## config.mk

```make
export PLATFORM = sky130hd
export DESIGN_NAME = uart_tx_arbiter
export DESIGN_NICKNAME = d
export VERILOG_FILES = /design/src/rtl/uart_tx_arbiter.sv
export SDC_FILE = /design/constraint.sdc
export NUM_CORES = 1
export LEC_CHECK = 0
export CAP_MARGIN = 0
export CORE_MARGIN = 2
export CORE_UTILIZATION = 40
export CTS_CLUSTER_DIAMETER = 40
export CTS_CLUSTER_SIZE = 10
export DETAILED_ROUTE_END_ITERATION = 7
export MAX_ROUTING_LAYER = met4
export PLACE_DENSITY_LB_ADDON = 0.1
export RECOVER_POWER = 25
export SLEW_MARGIN = 20
export SYNTH_ARGS = -nofsm -noshare
export SYNTH_HDL_FRONTEND = slang
export SYNTH_SLANG_ARGS = --single-unit
```

## constraint.sdc

```tcl
create_clock -name clk -period 3.1 [get_ports clk]
set_input_delay 0.31 -clock clk [delete_from_list [all_inputs] [get_ports clk]]
set_output_delay 0.31 -clock clk [all_outputs]
set_load 0.1 [all_outputs]
```

## src/rtl/uart_tx_arbiter.sv

```systemverilog
// Round-robin arbiter sharing one UART byte transmitter among NUM_CH clients,
// with packet locking via req_last. Optional watchdog: define UART_ARB_TIMEOUT_EN.
module uart_tx_arbiter #(
    parameter int NUM_CH         = 4,
    parameter int GAP_CYCLES     = 2,
    parameter int TIMEOUT_CYCLES = 65535
) (
    input  logic                  clk,
    input  logic                  rst_n,
    input  logic [NUM_CH-1:0]     req_valid,
    input  logic [8*NUM_CH-1:0]   req_data,
    input  logic [NUM_CH-1:0]     req_last,
    output logic [NUM_CH-1:0]     req_ready,
    input  logic [2:0]            baud_sel,
    output logic                  tx_send_en,
    output logic [7:0]            tx_data,
    input  logic                  tx_done,
    output logic [2:0]            baud_set,
    output logic                  busy,
    output logic [2:0]            grant_id,
    output logic [15:0]           byte_count,
    output logic                  timeout_err
);

    localparam int DATA_W = 8;

    if (NUM_CH < 2 || NUM_CH > 8 || GAP_CYCLES < 1 || GAP_CYCLES > 255 ||
        TIMEOUT_CYCLES < 1) begin : g_bad_param
        $error("uart_tx_arbiter: parameter out of range");
    end

    typedef enum logic [1:0] {
        IDLE = 2'd0,
        SEND = 2'd1,
        GAP  = 2'd2
    } state_t;

    state_t              state, state_nxt;
    logic [2:0]          rr_ptr, rr_ptr_nxt;
    logic                lock, lock_nxt;
    logic [7:0]          gap_cnt, gap_cnt_nxt;
    logic [NUM_CH-1:0]   req_ready_nxt;
    logic                tx_send_en_nxt;
    logic [DATA_W-1:0]   tx_data_nxt;
    logic [2:0]          baud_set_nxt;
    logic [2:0]          grant_id_nxt;
    logic [15:0]         byte_count_nxt;
    logic                busy_nxt;

    // Channel views padded to eight entries so a 3-bit index is always in range.
    logic [7:0]          valid_pad;
    logic [7:0]          last_pad;
    logic [DATA_W-1:0]   data_arr [8];

    assign valid_pad = 8'(req_valid);
    assign last_pad  = 8'(req_last);

    for (genvar k = 0; k < 8; k++) begin : g_data
        if (k < NUM_CH) begin : g_used
            assign data_arr[k] = req_data[8*k +: 8];
        end else begin : g_pad
            assign data_arr[k] = '0;
        end
    end

    function automatic logic [2:0] next_ch(input logic [2:0] c);
        return (c == 3'(NUM_CH - 1)) ? 3'd0 : c + 3'd1;
    endfunction

    logic       grant_vld;
    logic [2:0] grant_idx;
    logic [3:0] cand_sum;

    // Descending search so the channel closest to rr_ptr is the last to win.
    always_comb begin
        grant_vld = 1'b0;
        grant_idx = 3'd0;
        cand_sum  = 4'd0;
        if (lock) begin
            grant_vld = valid_pad[grant_id];
            grant_idx = grant_id;
        end else begin
            for (int k = NUM_CH - 1; k >= 0; k--) begin
                cand_sum = {1'b0, rr_ptr} + 4'(k);
                if (cand_sum >= 4'(NUM_CH)) begin
                    cand_sum = cand_sum - 4'(NUM_CH);
                end
                if (valid_pad[cand_sum[2:0]]) begin
                    grant_vld = 1'b1;
                    grant_idx = cand_sum[2:0];
                end
            end
        end
    end

`ifdef UART_ARB_TIMEOUT_EN
    logic [31:0] to_cnt, to_cnt_nxt;
    logic        timeout_err_nxt;
`endif

    always_comb begin
        state_nxt      = state;
        rr_ptr_nxt     = rr_ptr;
        lock_nxt       = lock;
        gap_cnt_nxt    = gap_cnt;
        req_ready_nxt  = '0;
        tx_send_en_nxt = tx_send_en;
        tx_data_nxt    = tx_data;
        baud_set_nxt   = baud_set;
        grant_id_nxt   = grant_id;
        byte_count_nxt = byte_count;
`ifdef UART_ARB_TIMEOUT_EN
        to_cnt_nxt      = to_cnt;
        timeout_err_nxt = timeout_err;
`endif
        case (state)
            IDLE: begin
                if (grant_vld) begin
                    req_ready_nxt  = {{(NUM_CH-1){1'b0}}, 1'b1} << grant_idx;
                    tx_data_nxt    = data_arr[grant_idx];
                    baud_set_nxt   = baud_sel;
                    grant_id_nxt   = grant_idx;
                    tx_send_en_nxt = 1'b1;
                    lock_nxt       = ~last_pad[grant_idx];
                    if (last_pad[grant_idx]) begin
                        rr_ptr_nxt = next_ch(grant_idx);
                    end
`ifdef UART_ARB_TIMEOUT_EN
                    to_cnt_nxt = '0;
`endif
                    state_nxt = SEND;
                end
            end
            SEND: begin
                if (tx_done) begin
                    tx_send_en_nxt = 1'b0;
                    byte_count_nxt = byte_count + 16'd1;
                    gap_cnt_nxt    = 8'(GAP_CYCLES);
                    state_nxt      = GAP;
                end
`ifdef UART_ARB_TIMEOUT_EN
                else if (to_cnt == 32'(TIMEOUT_CYCLES - 1)) begin
                    // Abandon the stalled byte and let the next channel in.
                    timeout_err_nxt = 1'b1;
                    tx_send_en_nxt  = 1'b0;
                    lock_nxt        = 1'b0;
                    rr_ptr_nxt      = next_ch(grant_id);
                    gap_cnt_nxt     = 8'(GAP_CYCLES);
                    state_nxt       = GAP;
                end else begin
                    to_cnt_nxt = to_cnt + 32'd1;
                end
`endif
            end
            GAP: begin
                if (gap_cnt <= 8'd1) begin
                    state_nxt = IDLE;
                end else begin
                    gap_cnt_nxt = gap_cnt - 8'd1;
                end
            end
            default: begin
                state_nxt      = IDLE;
                tx_send_en_nxt = 1'b0;
            end
        endcase
        busy_nxt = (state_nxt != IDLE);
    end

    always_ff @(posedge clk or negedge rst_n) begin
        if (!rst_n) begin
            state      <= IDLE;
            rr_ptr     <= 3'd0;
            lock       <= 1'b0;
            gap_cnt    <= 8'd0;
            req_ready  <= '0;
            tx_send_en <= 1'b0;
            tx_data    <= '0;
            baud_set   <= 3'd0;
            grant_id   <= 3'd0;
            byte_count <= 16'd0;
            busy       <= 1'b0;
        end else begin
            state      <= state_nxt;
            rr_ptr     <= rr_ptr_nxt;
            lock       <= lock_nxt;
            gap_cnt    <= gap_cnt_nxt;
            req_ready  <= req_ready_nxt;
            tx_send_en <= tx_send_en_nxt;
            tx_data    <= tx_data_nxt;
            baud_set   <= baud_set_nxt;
            grant_id   <= grant_id_nxt;
            byte_count <= byte_count_nxt;
            busy       <= busy_nxt;
        end
    end

`ifdef UART_ARB_TIMEOUT_EN
    always_ff @(posedge clk or negedge rst_n) begin
        if (!rst_n) begin
            to_cnt      <= '0;
            timeout_err <= 1'b0;
        end else begin
            to_cnt      <= to_cnt_nxt;
            timeout_err <= timeout_err_nxt;
        end
    end
`else
    assign timeout_err = 1'b0;
`endif

endmodule

```

Word-level counts from Yosys, hierarchy flattened
Index checks and enable logic that the tools add are counted.

word-level totals
  input port bits = 46
  output and inout port bits = 37
  bits in registers = 50
  word-level logic and storage cells = 97

cells by class
  shift-type cells = 1
  equal/unequal tests = 6
  reduce and logical (&&, ||, !) cells = 8
  $lt $le $gt $ge = 12
  add/subtract/negate cells = 10
  bitwise gates (word level) = 3
  mux-type cells = 46

operators by type and width
  kind                   number
  $mux 3                 14
  $mux 8                 4
  $bmux 8 s3             1
  $lt 3x4->1 const B     6
  $bmux 1 s3             6
  $add 16x1->16 const B  1
  $pmux 8 s2             1
  $mux 1                 13
  $ge 4x3->1 const B     3
  $sub 3x3->3 const B    4
  $reduce_and 3->1       3
  $add 3x2->4 const B    2
  $le 8x1->1 const B     1
  $mux 4                 2
  $sub 8x1->8 const B    1
  $mux 2                 3
  $ne 2x2->1 const B     3
  $pmux 2 s3             1
  $add 3x1->4 const B    1
  $ge 4x4->1 const B     1
  $not 3->4              1
  $reduce_and 2->1       2
  $reduce_bool 2->1      2
  $shl 1x3->4 const A    1
  other kinds (8)        9

Depth between registers and ports, before layout
  depth in word-level cells = 15
  depth in mapped cells = 13
  mapped depth without buffers = 10

Worst setup path after synthesis
No wires, ideal clock.

  path kind = reg-to-reg
  start = reg rr_ptr[0]
  end = reg rr_ptr[1]
  period minus slack after synthesis = 2.811 ns
  arrival time = 2.686 ns
  buffers on the path = 3
  cell stages (with the launch flop) = 13
  slack = 0.289 ns
  library setup time = 0.125 ns
  required time = 2.975 ns
  cells stage by stage = dfrtp_1 > buf_6 > inv_1 > ha_1 > mux4_2 > nand2_1 > and2_1 > a221o_1 > buf_6 > buf_2 > inv_1 > ha_1 > mux2_4

on the way
  cells in the longest elaborated chain, start to end = 14
  elaborated cells between the ends (all ways) = 43
  classes of those cells = add/sub (8); order compare (4); eq/ne (1); mux (29); reduce/logical (1)

RTL lines
  what                                       RTL line  source
  start: declaration                         39        logic [2:0] rr_ptr, rr_ptr_nxt;
  start signal: assignment                   185       rr_ptr <= rr_ptr_nxt;
  $add 3x2->4                                84        cand_sum = {1'b0, rr_ptr} + 4'(k);
  $ge 4x3->1 or $sub 3x3->3 (tied branches)  85, 86
  $mux 3                                     85        if (cand_sum >= 4'(NUM_CH)) begin
  $mux 3                                     79        if (lock) begin
  $bmux 1 s3                                 88        if (valid_pad[cand_sum[2:0]]) begin
  $mux 1 (not written as such)               88
  $mux 3 (4 in a row)                        88
  $mux 3                                     79
  $bmux 1 s3                                 125       if (last_pad[grant_idx]) begin
  $mux 1 (not written as such)               125
  $reduce_and 3->1 (no source line)          -

Parallel ways exist; a longest one is shown, timed or not. The select of a mux whose other input is x is not followed.
A chain may end at the register's enable or synchronous reset.

Final worst setup path
  start = reg rr_ptr[1]
  end = reg rr_ptr[1]

Same word-level chain as after synthesis.

==> flow_summary_export.csv <==
group,metric,value,unit
outcome,status,"finished with violations",
outcome,failed_checks,"design-rule violations",
hold_path,min_from,"byte_count[15]$_DFFE_PN0P_",
clocking,cts_made_buffers,5,
cells_and_area,final_common_cell,"clkdlybuf4s50_1",
placed_design,dpl_worst_slack,0.210,ns
worst_setup_path,r2r_cells,9,
grt,grt.busiest_layer,"met2",
worst_setup_path,timing.rr.end,"rr_ptr[1]$_DFFE_PN0P_",
clocking,clock-root-buffer,"clkbuf_8",
die,core,6420,µm²
yosys,ys_seq_elements,50,
route,first_pass_iters,8,
timing,fmax,377,MHz
worst_setup_path,arrival,2.84,ns
yosys,ys_warn_count,0,
worst_setup_path,r2r_slack,0.45,ns
timing,relSlewSlack,19.5,%
route,drt-initial-drc-count,140,
die,ios,83,
grt,grt-ovfl-total,0,
hold_path,hp-class,"register to register",
grt,antenna_found_initial,0,
worst_setup_path,cp.required,3.29,ns
cells_and_area,instances_no_fill,418,
route,wl,5910,µm
clocking,clk_latency,0.30,ns
die,rows,29,
placed_design,io_buffer_count,81,
yosys,netlist_area,2680,µm²
timing,finalCritPeriodShare,85.5,%
timing,worst_pin_slew,1.21,ns
clocking,clkSinkCount,50,
timing,final-setup-viol-count,0,
worst_setup_path,cp-end-kind,"register",
worst_setup_path,r2r_start,"rr_ptr[1]$_DFFE_PN0P_",
worst_setup_path,worstPathMaxFanout,5,
die,dieWidth,85.8,µm
yosys,post_synth_inst_count,252,
yosys,async_reset_ff_share,100,%
clocking,htreeDepth,2,
cells_and_area,fillers,587,
yosys,postSynthAreaPerCell,10.6,µm²
cells_and_area,antenna_cells,0,
clocking,cts_resized,0,
grt,met1_usage,22.5,%
route,ant_nets,0,
timing,tns,0,ns
hold_path,hold_path_depth,1,
yosys,ys_top_cells_by_area,"dfrtp_1 (47%), mux2i_1 (7.5%), xnor2_1 (4.3%)",
route,avgRoutedWirePerCell,14.1,µm
timing,fin_skew,0.0120,ns
placed_design,gp_congestion,0.879,
clocking,postCtsSetupRepairBufs,0,
yosys,synth_edf_count,0,
clocking,cts_buffer_depth,2,
yosys,yosysSeqAreaShare,46.8,%
timing,drv_slew,0,
clocking,cts.clk_slew.worst_paths,0.09,ns
clocking,holdBufCountCts,1,
grt,track_usage,17.7,%
worst_setup_path,critical_path_class,"register to register",
grt,grtUsageMet2,28.7,%
yosys,synth_nets,305,
worst_setup_path,critPathLaunchType,"register",
route,drc,5,
grt,grt_pass1_vias,2147,
hold_path,hold_end,"byte_count[15]$_DFFE_PN0P_",
clocking,cts_tree,"built",
cells_and_area,nNetsFinal,393,
cells_and_area,drive_above_1_share,9.97,%
yosys,yosys.area.top_type_share,46.8,%
timing,final_hold_viol_count,0,
power,ir_drop,285,µV
placed_design,numPlacedInstances,409,
placed_design,dpl.hpwl,4490,µm
grt,use_met3,4.33,%
power,powerDensity,356,nW/µm²
yosys,synth_top_cell_by_area,"dfrtp_1",
route,viasPerCell,5.15,
cells_and_area,area_growth,37.5,%
flow_run,cap_violations,0,
die,die-height,85.8,µm
timing,fin_ws,0.449,ns
route,vias,2152,
grt,grt_max_degree,33,
die,start_util,41.7,%
die,die-area,7360,µm²
cells_and_area,final_cell_mix,"clkdlybuf4s50_1 (74), dfrtp_1 (50), nand2_1 (22), nor2_1 (22), mux2i_1 (20)",
yosys,synth-main-ff-cell,"dfrtp_1",
timing,min_period,2.65,ns
timing,rsz0062_at_grt,"false",
yosys,ys_types,46,
power,power_leakage,0.00169,µW
grt,grt_first_pass_wirelength,10200,µm
-- final cells by class --
type | instances | area, µm² | area share [%]
Timing Repair Buffer | 91 | 861 | 23.4
Sequential cell | 50 | 1250 | 34.0
Inverter | 12 | 45.0 | 1.22
Tap cell | 77 | 96.3 | 2.62
Clock buffer | 7 | 76.3 | 2.07
Clock inverter | 1 | 30.0 | 0.816
Multi-Input combinational cell | 180 | 1320 | 35.9
-- critical path: stages (launching register included) --
cell and delay [ns]:
dfrtp_1 0.35, inv_1 0.08, ha_1 0.35, mux4_2 0.34
a221oi_1 0.30, a31o_2 0.16, o22ai_1 0.16, or2_0 0.30
o22ai_2 0.18, mux2_4 0.32
-- report_power, final --
part / total, µW / switching [µW] / internal (µW) / leakage [µW]
clock: 448 / 206 / 242 / 0.0000524
combinational: 155 / 67.5 / 87.3 / 0.000989
sequential: 708 / 28.9 / 679 / 0.000648
total: 1310 / 303 / 1010 / 0.00169
-- metal layers --
layer / vias up / share of wire, % / routed length [µm]
met5: - / 0 / 0
met4: 0 / 0.78 / 46
met3: 4 / 6.1 / 361
met2: 53 / 49 / 2880
met1: 1031 / 44 / 2620
li1: 1064 / - / -
-- cell usage after synthesis (2+ instances only) --
cell      count
a21oi_1       7
nand2b_1      7
or3_1         4
mux2_2        7
mux4_2        2
nand2_1      22
xor2_1        6
and3_1        3
ha_1          7
clkbuf_1      4
mux2i_1      20
o21ai_0       8
a31oi_1       2
nor3_1        4
inv_1        12
nand3_1       5
o221ai_1      8
buf_6         2
and2_1        3
o211ai_1      2
nor2b_1       2
o22ai_1       2
nor4_1        2
xnor2_1      13
buf_2         2
dfrtp_1      50
nand4_1       6
nor2_1       22
-- sequential cells by signal (all words and copies together), names as in the netlist --
| signal | count |
|---|---|
| byte_count | 16 |
| gap_cnt | 8 |
| baud_set | 3 |
| tx_data | 8 |
| rr_ptr | 3 |
| tx_send_en | 1 |
| busy | 1 |
| req_ready | 4 |
| grant_id | 3 |
| state | 2 |
| lock | 1 |
-- stage by stage --
stage | util [%] | hold WS [ns] | power (µW) | instance area, µm²
final | 57.3 | 0.490 | 1310 | 3680
after global routing | 57.3 | 0.509 | 1370 | 3680
after CTS | 57.4 | 0.482 | 1330 | 3690
after detailed placement | 55.6 | 0.270 | 877 | 3570
after global placement | 55.6 | 0.271 | 873 | 3570
after floorplan | - | 0.0144 | 786 | 2680
-- cell families (layout without fill, tap and decap cells) --
group           after synthesis  after routing  share of synthesized area (%)
mux                          33             33                           15.0
simple gates                 82             82                           14.7
buf+inv                      22            111                           3.93
flops                        50             50                           46.8
fa+ha+maj                     7              7                           3.27
other cells                   1              1                          0.140
compound gates               38             38                           9.96
xor+xnor                     19             19                           6.22
-- worst max path at each step --
stage,to,startpoint,slack [ns]
6_report,rr_ptr[1]$_DFFE_PN0P_,rr_ptr[1]$_DFFE_PN0P_,0.45
4_1_cts,rr_ptr[1]$_DFFE_PN0P_,rr_ptr[0]$_DFFE_PN0P_,0.46
2_1_floorplan,rr_ptr[1]$_DFFE_PN0P_,rr_ptr[0]$_DFFE_PN0P_,0.29
3_5_place_dp,rr_ptr[1]$_DFFE_PN0P_,req_valid[1],0.21
3_3_place_gp,rr_ptr[1]$_DFFE_PN0P_,req_valid[1],0.26
5_1_grt,rr_ptr[1]$_DFFE_PN0P_,rr_ptr[0]$_DFFE_PN0P_,0.23
Note: power is estimated with default switching activity, not from simulation.
